### src/rtl/lsu_pkg.sv
// Shared definitions for the RV32I load/store unit: access encodings, FSM states
// and the request legality / store lane helpers.
package lsu_pkg;

    localparam logic [2:0] F3_B  = 3'b000;
    localparam logic [2:0] F3_H  = 3'b001;
    localparam logic [2:0] F3_W  = 3'b010;
    localparam logic [2:0] F3_BU = 3'b100;
    localparam logic [2:0] F3_HU = 3'b101;

    typedef enum logic [1:0] {
        IDLE   = 2'd0,
        ACCESS = 2'd1,
        DONE   = 2'd2
    } lsu_state_t;

    function automatic logic is_aligned(input logic [2:0] funct3, input logic [1:0] addr);
        logic ok;
        case (funct3)
            F3_W:       ok = (addr == 2'b00);
            F3_H, F3_HU: ok = (addr[0] == 1'b0);
            default:    ok = 1'b1;
        endcase
        return ok;
    endfunction

    // Exactly one of load/store must be requested, with a size code valid for that direction.
    function automatic logic is_legal(input logic rd, input logic wr, input logic [2:0] funct3);
        logic ok;
        ok = 1'b0;
        if (rd && !wr) begin
            case (funct3)
                F3_B, F3_H, F3_W, F3_BU, F3_HU: ok = 1'b1;
                default:                        ok = 1'b0;
            endcase
        end else if (wr && !rd) begin
            case (funct3)
                F3_B, F3_H, F3_W: ok = 1'b1;
                default:          ok = 1'b0;
            endcase
        end else begin
            ok = 1'b0;
        end
        return ok;
    endfunction

    function automatic logic [3:0] store_be(input logic [2:0] funct3, input logic [1:0] offset);
        logic [3:0] be;
        case (funct3)
            F3_B:    be = 4'b0001 << offset;
            F3_H:    be = 4'b0011 << offset;
            F3_W:    be = 4'b1111;
            default: be = 4'b0000;
        endcase
        return be;
    endfunction

    function automatic logic [31:0] store_wdata(input logic [2:0] funct3, input logic [31:0] wd);
        logic [31:0] data;
        case (funct3)
            F3_B:    data = {4{wd[7:0]}};
            F3_H:    data = {2{wd[15:0]}};
            F3_W:    data = wd;
            default: data = 32'h0000_0000;
        endcase
        return data;
    endfunction

endpackage

### src/rtl/load_store_unit_load_extend.sv
// Load data alignment: moves the addressed byte/halfword down to bit 0 and
// sign- or zero-extends it according to the load type.
module load_extend
    import lsu_pkg::*;
(
    input  logic [31:0] MemRdata,
    input  logic [1:0]  offset,
    input  logic [2:0]  Funct3,
    output logic [31:0] ext_data
);

    logic [31:0] shifted_s;

    assign shifted_s = MemRdata >> {offset, 3'b000};

    // Select width and extension mode of the loaded value.
    always_comb begin
        ext_data = 32'h0000_0000;
        case (Funct3)
            F3_B:    ext_data = {{24{shifted_s[7]}}, shifted_s[7:0]};
            F3_H:    ext_data = {{16{shifted_s[15]}}, shifted_s[15:0]};
            F3_W:    ext_data = shifted_s;
            F3_BU:   ext_data = {24'h00_0000, shifted_s[7:0]};
            F3_HU:   ext_data = {16'h0000, shifted_s[15:0]};
            default: ext_data = 32'h0000_0000;
        endcase
    end

endmodule

### src/rtl/load_store_unit.sv
// Memory-stage load/store unit: runs one handshaked data-memory access per
// legal request, stalls upstream meanwhile and reports illegal accesses and timeouts.
module load_store_unit
    import lsu_pkg::*;
#(
    parameter int MAX_WAIT = 15
) (
    input  logic        clk,
    input  logic        rst_n,
    input  logic        MemRead,
    input  logic        MemWrite,
    input  logic [2:0]  Funct3,
    input  logic [31:0] ALUResult,
    input  logic [31:0] WriteData,
    output logic [31:0] RD,
    output logic        LoadValid,
    output logic        Stall,
    output logic        AccessErr,
    output logic        TimeoutErr,
    output logic        MemReq,
    output logic        MemWe,
    output logic [31:0] MemAddr,
    output logic [3:0]  MemBe,
    output logic [31:0] MemWdata,
    input  logic [31:0] MemRdata,
    input  logic        MemAck
);

    localparam int CW = (MAX_WAIT < 2) ? 1 : $clog2(MAX_WAIT + 1);

    lsu_state_t  state_r;
    logic [CW-1:0] cnt_r;
    logic [31:0] addr_r;
    logic [2:0]  f3_r;
    logic        we_r;
    logic [3:0]  be_r;
    logic [31:0] wdata_r;
    logic [31:0] rd_r;
    logic        load_valid_r;
    logic        access_err_r;
    logic        timeout_err_r;

    logic        req_s;
    logic        legal_s;
    logic        in_access_s;
    logic [31:0] ext_s;

    assign req_s       = MemRead | MemWrite;
    assign legal_s     = is_legal(MemRead, MemWrite, Funct3) & is_aligned(Funct3, ALUResult[1:0]);
    assign in_access_s = (state_r == ACCESS);

    load_extend u_load_extend (
        .MemRdata (MemRdata),
        .offset   (addr_r[1:0]),
        .Funct3   (f3_r),
        .ext_data (ext_s)
    );

    // Access sequencing, request latching, result capture and one-cycle status pulses.
    always_ff @(posedge clk or negedge rst_n) begin
        if (!rst_n) begin
            state_r       <= IDLE;
            cnt_r         <= {CW{1'b0}};
            addr_r        <= 32'h0000_0000;
            f3_r          <= 3'b000;
            we_r          <= 1'b0;
            be_r          <= 4'b0000;
            wdata_r       <= 32'h0000_0000;
            rd_r          <= 32'h0000_0000;
            load_valid_r  <= 1'b0;
            access_err_r  <= 1'b0;
            timeout_err_r <= 1'b0;
        end else begin
            load_valid_r  <= 1'b0;
            access_err_r  <= 1'b0;
            timeout_err_r <= 1'b0;
            case (state_r)
                IDLE: begin
                    if (req_s && legal_s) begin
                        addr_r  <= ALUResult;
                        f3_r    <= Funct3;
                        we_r    <= MemWrite;
                        be_r    <= MemWrite ? store_be(Funct3, ALUResult[1:0]) : 4'b0000;
                        wdata_r <= MemWrite ? store_wdata(Funct3, WriteData) : 32'h0000_0000;
                        cnt_r   <= {CW{1'b0}};
                        state_r <= ACCESS;
                    end else if (req_s) begin
                        access_err_r <= 1'b1;
                    end
                end
                ACCESS: begin
                    // An acknowledge arriving on the last allowed cycle still completes normally.
                    if (MemAck) begin
                        if (!we_r) begin
                            rd_r         <= ext_s;
                            load_valid_r <= 1'b1;
                        end
                        state_r <= DONE;
                    end else if (cnt_r == CW'(MAX_WAIT)) begin
                        timeout_err_r <= 1'b1;
                        if (!we_r) begin
                            rd_r         <= 32'h0000_0000;
                            load_valid_r <= 1'b1;
                        end
                        state_r <= DONE;
                    end else begin
                        cnt_r <= cnt_r + CW'(1);
                    end
                end
                DONE: begin
                    state_r <= IDLE;
                end
                default: begin
                    state_r <= IDLE;
                end
            endcase
        end
    end

    // The idle-side stall term depends on live inputs, so it is gated to stay low in reset.
    assign Stall      = rst_n & (((state_r == IDLE) & req_s & legal_s) | in_access_s);
    assign MemReq     = in_access_s;
    assign MemWe      = in_access_s & we_r;
    assign MemAddr    = {addr_r[31:2], 2'b00};
    assign MemBe      = be_r;
    assign MemWdata   = wdata_r;
    assign RD         = rd_r;
    assign LoadValid  = load_valid_r;
    assign AccessErr  = access_err_r;
    assign TimeoutErr = timeout_err_r;

endmodule

### config.mk
export PLATFORM = sky130hd
export DESIGN_NAME = load_store_unit
export DESIGN_NICKNAME = d
export VERILOG_FILES = /design/src/rtl/lsu_pkg.sv /design/src/rtl/load_store_unit_load_extend.sv /design/src/rtl/load_store_unit.sv
export SDC_FILE = /design/constraint.sdc
export NUM_CORES = 1
export LEC_CHECK = 0
export ABC_CLOCK_PERIOD_IN_PS = 1600
export BUFFER_PORTS_ARGS = -buffer_cell sky130_fd_sc_hd__buf_2
export CORE_UTILIZATION = 45
export CTS_CLUSTER_SIZE = 20
export DETAILED_ROUTE_END_ITERATION = 8
export GPL_ROUTABILITY_DRIVEN = 0
export PLACE_DENSITY = 0.77
export SYNTH_ARGS = -nofsm -noshare
export SYNTH_HDL_FRONTEND = slang
export SYNTH_HIERARCHICAL = 1
export SYNTH_SLANG_ARGS = --single-unit
### constraint.sdc
create_clock -name clk -period 1.6 [get_ports clk]
set_input_delay 0.08 -clock clk [delete_from_list [all_inputs] [get_ports clk]]
set_output_delay 0.08 -clock clk [all_outputs]
set_load 0.05 [all_outputs]
; After elaboration in Yosys (flattened, before gate mapping)
; Index checks and enable logic that the tools add are counted.
; Widths: inputs -> output; s select.
[word_totals]
latchBits = 0
word_cells = 88
out_inout_bits = 106
ramBits = 0
memories = 0
input_bits = 104
mem_bits_ro = 0
regBits = 113
[classes]
mux = 32
n_div = 0
mul = 0
n_addsub = 1
n_eq_ne = 14
shift = 3
bitwise = 9
reduce_logical = 18
order_cmp = 0
[op_table]
columns = cell, n
row1 = $mux 32, 5
row2 = $pmux 32 s5, 1
row3 = $pmux 32 s3, 1
row4 = $shr 32x5->32, 1
row5 = $mux 4, 4
row6 = $mux 1, 14
row7 = $eq 3x3->1 const B, 4
row8 = $pmux 4 s3, 1
row9 = $pmux 4 s2, 1
row10 = $eq 3x1->1 const B, 2
row11 = $eq 3x2->1 const B, 2
row12 = $logic_not 3->1, 2
row13 = $mux 2, 3
row14 = $ne 2x2->1 const B, 3
row15 = $and 1x1->1, 5
row16 = $reduce_or 5->1, 1
row17 = $add 4x1->4 const B, 1
row18 = $eq 4x4->1 const B, 1
row19 = $logic_not 2->1, 2
row20 = $pmux 2 s2, 1
row21 = $reduce_and 2->1, 2
row22 = $reduce_and 4->1, 1
row23 = $reduce_bool 2->1, 2
row24 = $shl 1x2->4 const A, 1
row25 = 11 further kinds, 16

; Depth between registers and ports, before layout
[logic_depth]
depth_word = 9
depth_mapped = 8
depth_no_buf = 6

; Cells and area by module
; The synthesis kept the hierarchy.
[by_module_without_submodules]
columns = mod, seq_area_each_um2, area_per_inst_um2, n_inst, cells_per_inst
row1 = load_store_unit, 2827.7, 4927.2, 1, 456
row2 = load_extend, 0.0, 803.3, 1, 109

; Least setup slack after synthesis
; Ideal clock, no wire load.
[synth_path]
path_kind = input port to output port
from = input Funct3[0]
to = output Stall
arrival_time_ns = 2.634
path_slack_ns = -1.114
stages = 6
path_buffers = 2
required_ns = 1.520
path_cell_list = or4_1 > a221o_1 > or2_1 > buf_4 > buf_6 > a21boi_0
[synth_between]
elab_chain_len = 9
elab_cells_between_ends = 17
cone_classes = 4 x eq/ne / 5 x mux / 4 x bitwise / 4 x reduce/logical
[synth_lines]
columns = item, line_no
row1 = start: declaration, load_store_unit.sv:12  ; input logic [2:0] Funct3,
row2 = $eq 3x2->1 (tied with other cells), "lsu_pkg.sv:19, lsu_pkg.sv:32, lsu_pkg.sv:37"
row3 = $reduce_or 3->1, lsu_pkg.sv:37  ; case (funct3)
row4 = $mux 1, lsu_pkg.sv:37
row5 = $mux 1, lsu_pkg.sv:36  ; end else if (wr && !rd) begin
row6 = $mux 1, lsu_pkg.sv:31  ; if (rd && !wr) begin
row7 = $and 1x1->1 *, load_store_unit.sv:49  ; assign legal_s = is_legal(MemRead, MemWrite, Funct3) & is_aligned(Funct3, ALUResult[1:0]);
row8 = $and 1x1->1 *, load_store_unit.sv:121  ; assign Stall = rst_n & (((state_r == IDLE) & req_s & legal_s) | in_access_s);
row9 = $or 1x1->1 *, load_store_unit.sv:121
row10 = $and 1x1->1 *, load_store_unit.sv:121
row11 = end: declaration, load_store_unit.sv:17  ; output logic Stall,
; Every way passes the cells marked *; elsewhere a longest branch is shown, timed or not.

; Worst setup path after layout
; Same ends and word-level chain as after synthesis.

==> metrics <==
I/O Pins=210; P_sw=7.45 mW; vias after detailed routing=5,595; HPWL after DPL=11,100 um; register area=2830 um^2; final setup vio count=54; TritonCTS clock tree=built; Peak VDD IR=0.942 mV; layout cell share with drive strength beyond 1=0.480; chip width=115 um; most common cell after layout, fill and taps aside=buf_2; Core Box Area=12,200 um^2; share of power burned in registers=0.275; clock skew=0.00634 ns; post-placement cell count=909; fin crit share=1.13; clock tree buffer depth=2; ys flop type=dfrtp_1; reg2reg setup slack=-0.09 ns; gr usage total=0.267; Least-Margin Pin Slew=0.541 ns; synthesized cell area=5730 um^2; nets=938; final worst slack=-0.206 ns; DRT iter0 DRCs=413; vias per cell=5.52; RSZ-0062 raised after global routing=yes; Yosys top cell by area=dfrtp_1; FILL cells=865; H-tree Lvls=4; switch share=0.453; Max Slew Vio Count=0; Rows=40; DR WL/cell=18.7 um; non-filler cells, final=1,014; PD cells=1860 nW/um^2; Initial DRT Pass Iterations=5; Syn Inst Count=565; post-route minimum period=1.81 ns; Max Clock Freq=554 MHz; Worst Path Required=1.52 ns; first-pass GRT wire length=26,800 um; Max-slew headroom=0.638; starting density of the core=0.469; Setup TNS=-2.54 ns; synth top area cells=dfrtp_1 (49%), mux2_2 (5.7%), nand2_1 (5.6%); gr ovfl total=0; root buffer cell=clkbuf_16; Mapped Avg Cell Area=10.1 um^2; Reg clk slew, reported paths=0.05 ns; nature of the critical path endpoint=output pin; Seq/Total Area, Yosys=0.493; Ys Warns=6; crit path kind=input pin to output pin; Gate power share=0.497; vias in the first global route=5,445; leakage power total=4.43 nW; Critical Path AT=1.73 ns; violated checks=negative setup slack; ys async rst share=1.00; area growth from synthesis to layout=54.4%; Multi-input gate area=2870 um^2; clk sinks=113; Clk pwr share=0.228; outcome=finished, violations left; initial antenna violation count=0; Yosys cell types=48; Max Cap Viol=0; Post-synth EDFFs=0; register bit total from synthesis=113; Routed Antenna Nets=0; port buffer count=207; Int Pwr=9.02 mW; DRC violations left=0; share of the synthesized area in the top cell type=0.493; pin count of the biggest net entering global routing=95; Final Hold Fails=0; total CTS buffers=17; Min-Delay Path Class=input pin to flip-flop; crit-path max FO=2; full die area=13,200 um^2; Worst-Skew Late Latency=0.40 ns; Inserted Diodes=0; Critical Path Source Type=input pin; Hold Slack=0.0379 ns; routed wire length=19,000 um; die height=115 um; highest-count cells in the layout ignoring fill and taps=buf_2 (202), dfrtp_1 (110), nand2_1 (82), dlygate4sd3_1 (48), buf_4 (39)
[cell families (layout without fill, tap and decap cells)]
logic type,after synthesis,count (layout),synth area share
and+or+nand+nor,165,165,0.137
AOI/OAI and AO/OA,152,152,0.182
DFF,113,113,0.493
buffers and inverters,80,360,0.0845
muxes,53,53,0.0998
adders and majority gates,1,1,0.00218
other,1,2,0.000654
[worst max-delay path, cell delays in order]
cell and delay, ns:
buf_6 0.09, or4_4 0.53, a221o_1 0.33, or2_1 0.27, buf_6 0.14, a21boi_4 0.12, buf_6 0.17
[cell usage after synthesis, types with 3 or more instances]
cell	count
o21ai_1	9
mux2_1	4
a22o_1	27
nand3_1	34
nor2_2	4
buf_1	4
mux2_2	29
nor2b_1	21
o2bb2ai_1	15
mux2i_1	20
buf_2	6
nor3_1	3
o21ai_0	34
o22ai_1	5
inv_1	9
nand3b_1	3
a21o_1	8
a211oi_1	14
buf_6	5
clkbuf_1	19
buf_4	37
dfrtp_1	113
nand2_1	85
a21oi_1	29
[power by group through the flow]
| stage | logic [mW] | clock network [mW] | registers (mW) |
|---|---|---|---|
| after floorplan | 3.57 | 0 | 6.45 |
| after global placement | 6.94 | 0 | 4.41 |
| after detailed placement | 7.08 | 0 | 4.47 |
| after CTS | 7.51 | 3.79 | 4.47 |
| after global routing | 8.54 | 3.95 | 4.63 |
| final | 8.18 | 3.75 | 4.53 |
[metal layers]
| metal | part of all wire | GRT usage |
|---|---|---|
| met5 | 0 | 0 |
| met4 | 0.037 | 0.123 |
| met3 | 0.076 | 0.0669 |
| met2 | 0.51 | 0.475 |
| met1 | 0.38 | 0.301 |
[path summary, 6_finish.rpt]
check / cells past startpoint / start / end
max in group asynchronous: 3 / rst_n / addr_r[19]
max: 7 / Funct3[0] / Stall
min reg2reg: 2 / RD[25] / RD[25]
max reg2reg: 7 / state_r[0] / addr_r[12]
min: 4 / WriteData[14] / MemWdata[30]
min in group asynchronous: 2 / rst_n / we_r
[repair_timing]
| item | in CTS | in global routing |
|---|---|---|
| endpoints found under the setup margin | 70 | 84 |
| resized for setup | 49 | 73 |
| endpoints found under the hold margin | 66 | 0 |
| hold buffers | 48 | 0 |
| pin swaps | 16 | 43 |
| buffers inserted | 8 | 8 |
| gates cloned | 1 | 8 |
[stage by stage]
| stage | setup WS [ns] | utilization | instance area [um^2] | power, mW |
|---|---|---|---|---|
| floorplan | -0.291 | - | 5810 | 10.0 |
| finish | -0.206 | 0.724 | 8850 | 16.5 |
| global route | -0.265 | 0.724 | 8850 | 17.1 |
| detailed placement | -0.438 | 0.569 | 6950 | 11.5 |
| global placement | -0.382 | 0.569 | 6950 | 11.4 |
| CTS | -0.215 | 0.680 | 8300 | 15.8 |
[cell type report]
type,count,share of cell area
Sequential cell,113,0.320
Inverter,9,0.00467
Tap cell,168,0.0238
Multi-Input combinational cell,373,0.324
Timing Repair Buffer,319,0.260
Clock inverter,8,0.0116
Clock buffer,24,0.0556
[flip-flops by register name (all words and copies together), names as in the netlist]
| name | count |
|---|---|
| MemWdata | 32 |
| RD | 32 |
| addr_r | 32 |
| MemBe | 4 |
| cnt_r | 4 |
| f3_r | 3 |
| state_r | 2 |
| AccessErr | 1 |
| LoadValid | 1 |
| TimeoutErr | 1 |
| we_r | 1 |
Note: power is estimated with default switching activity, not from simulation.
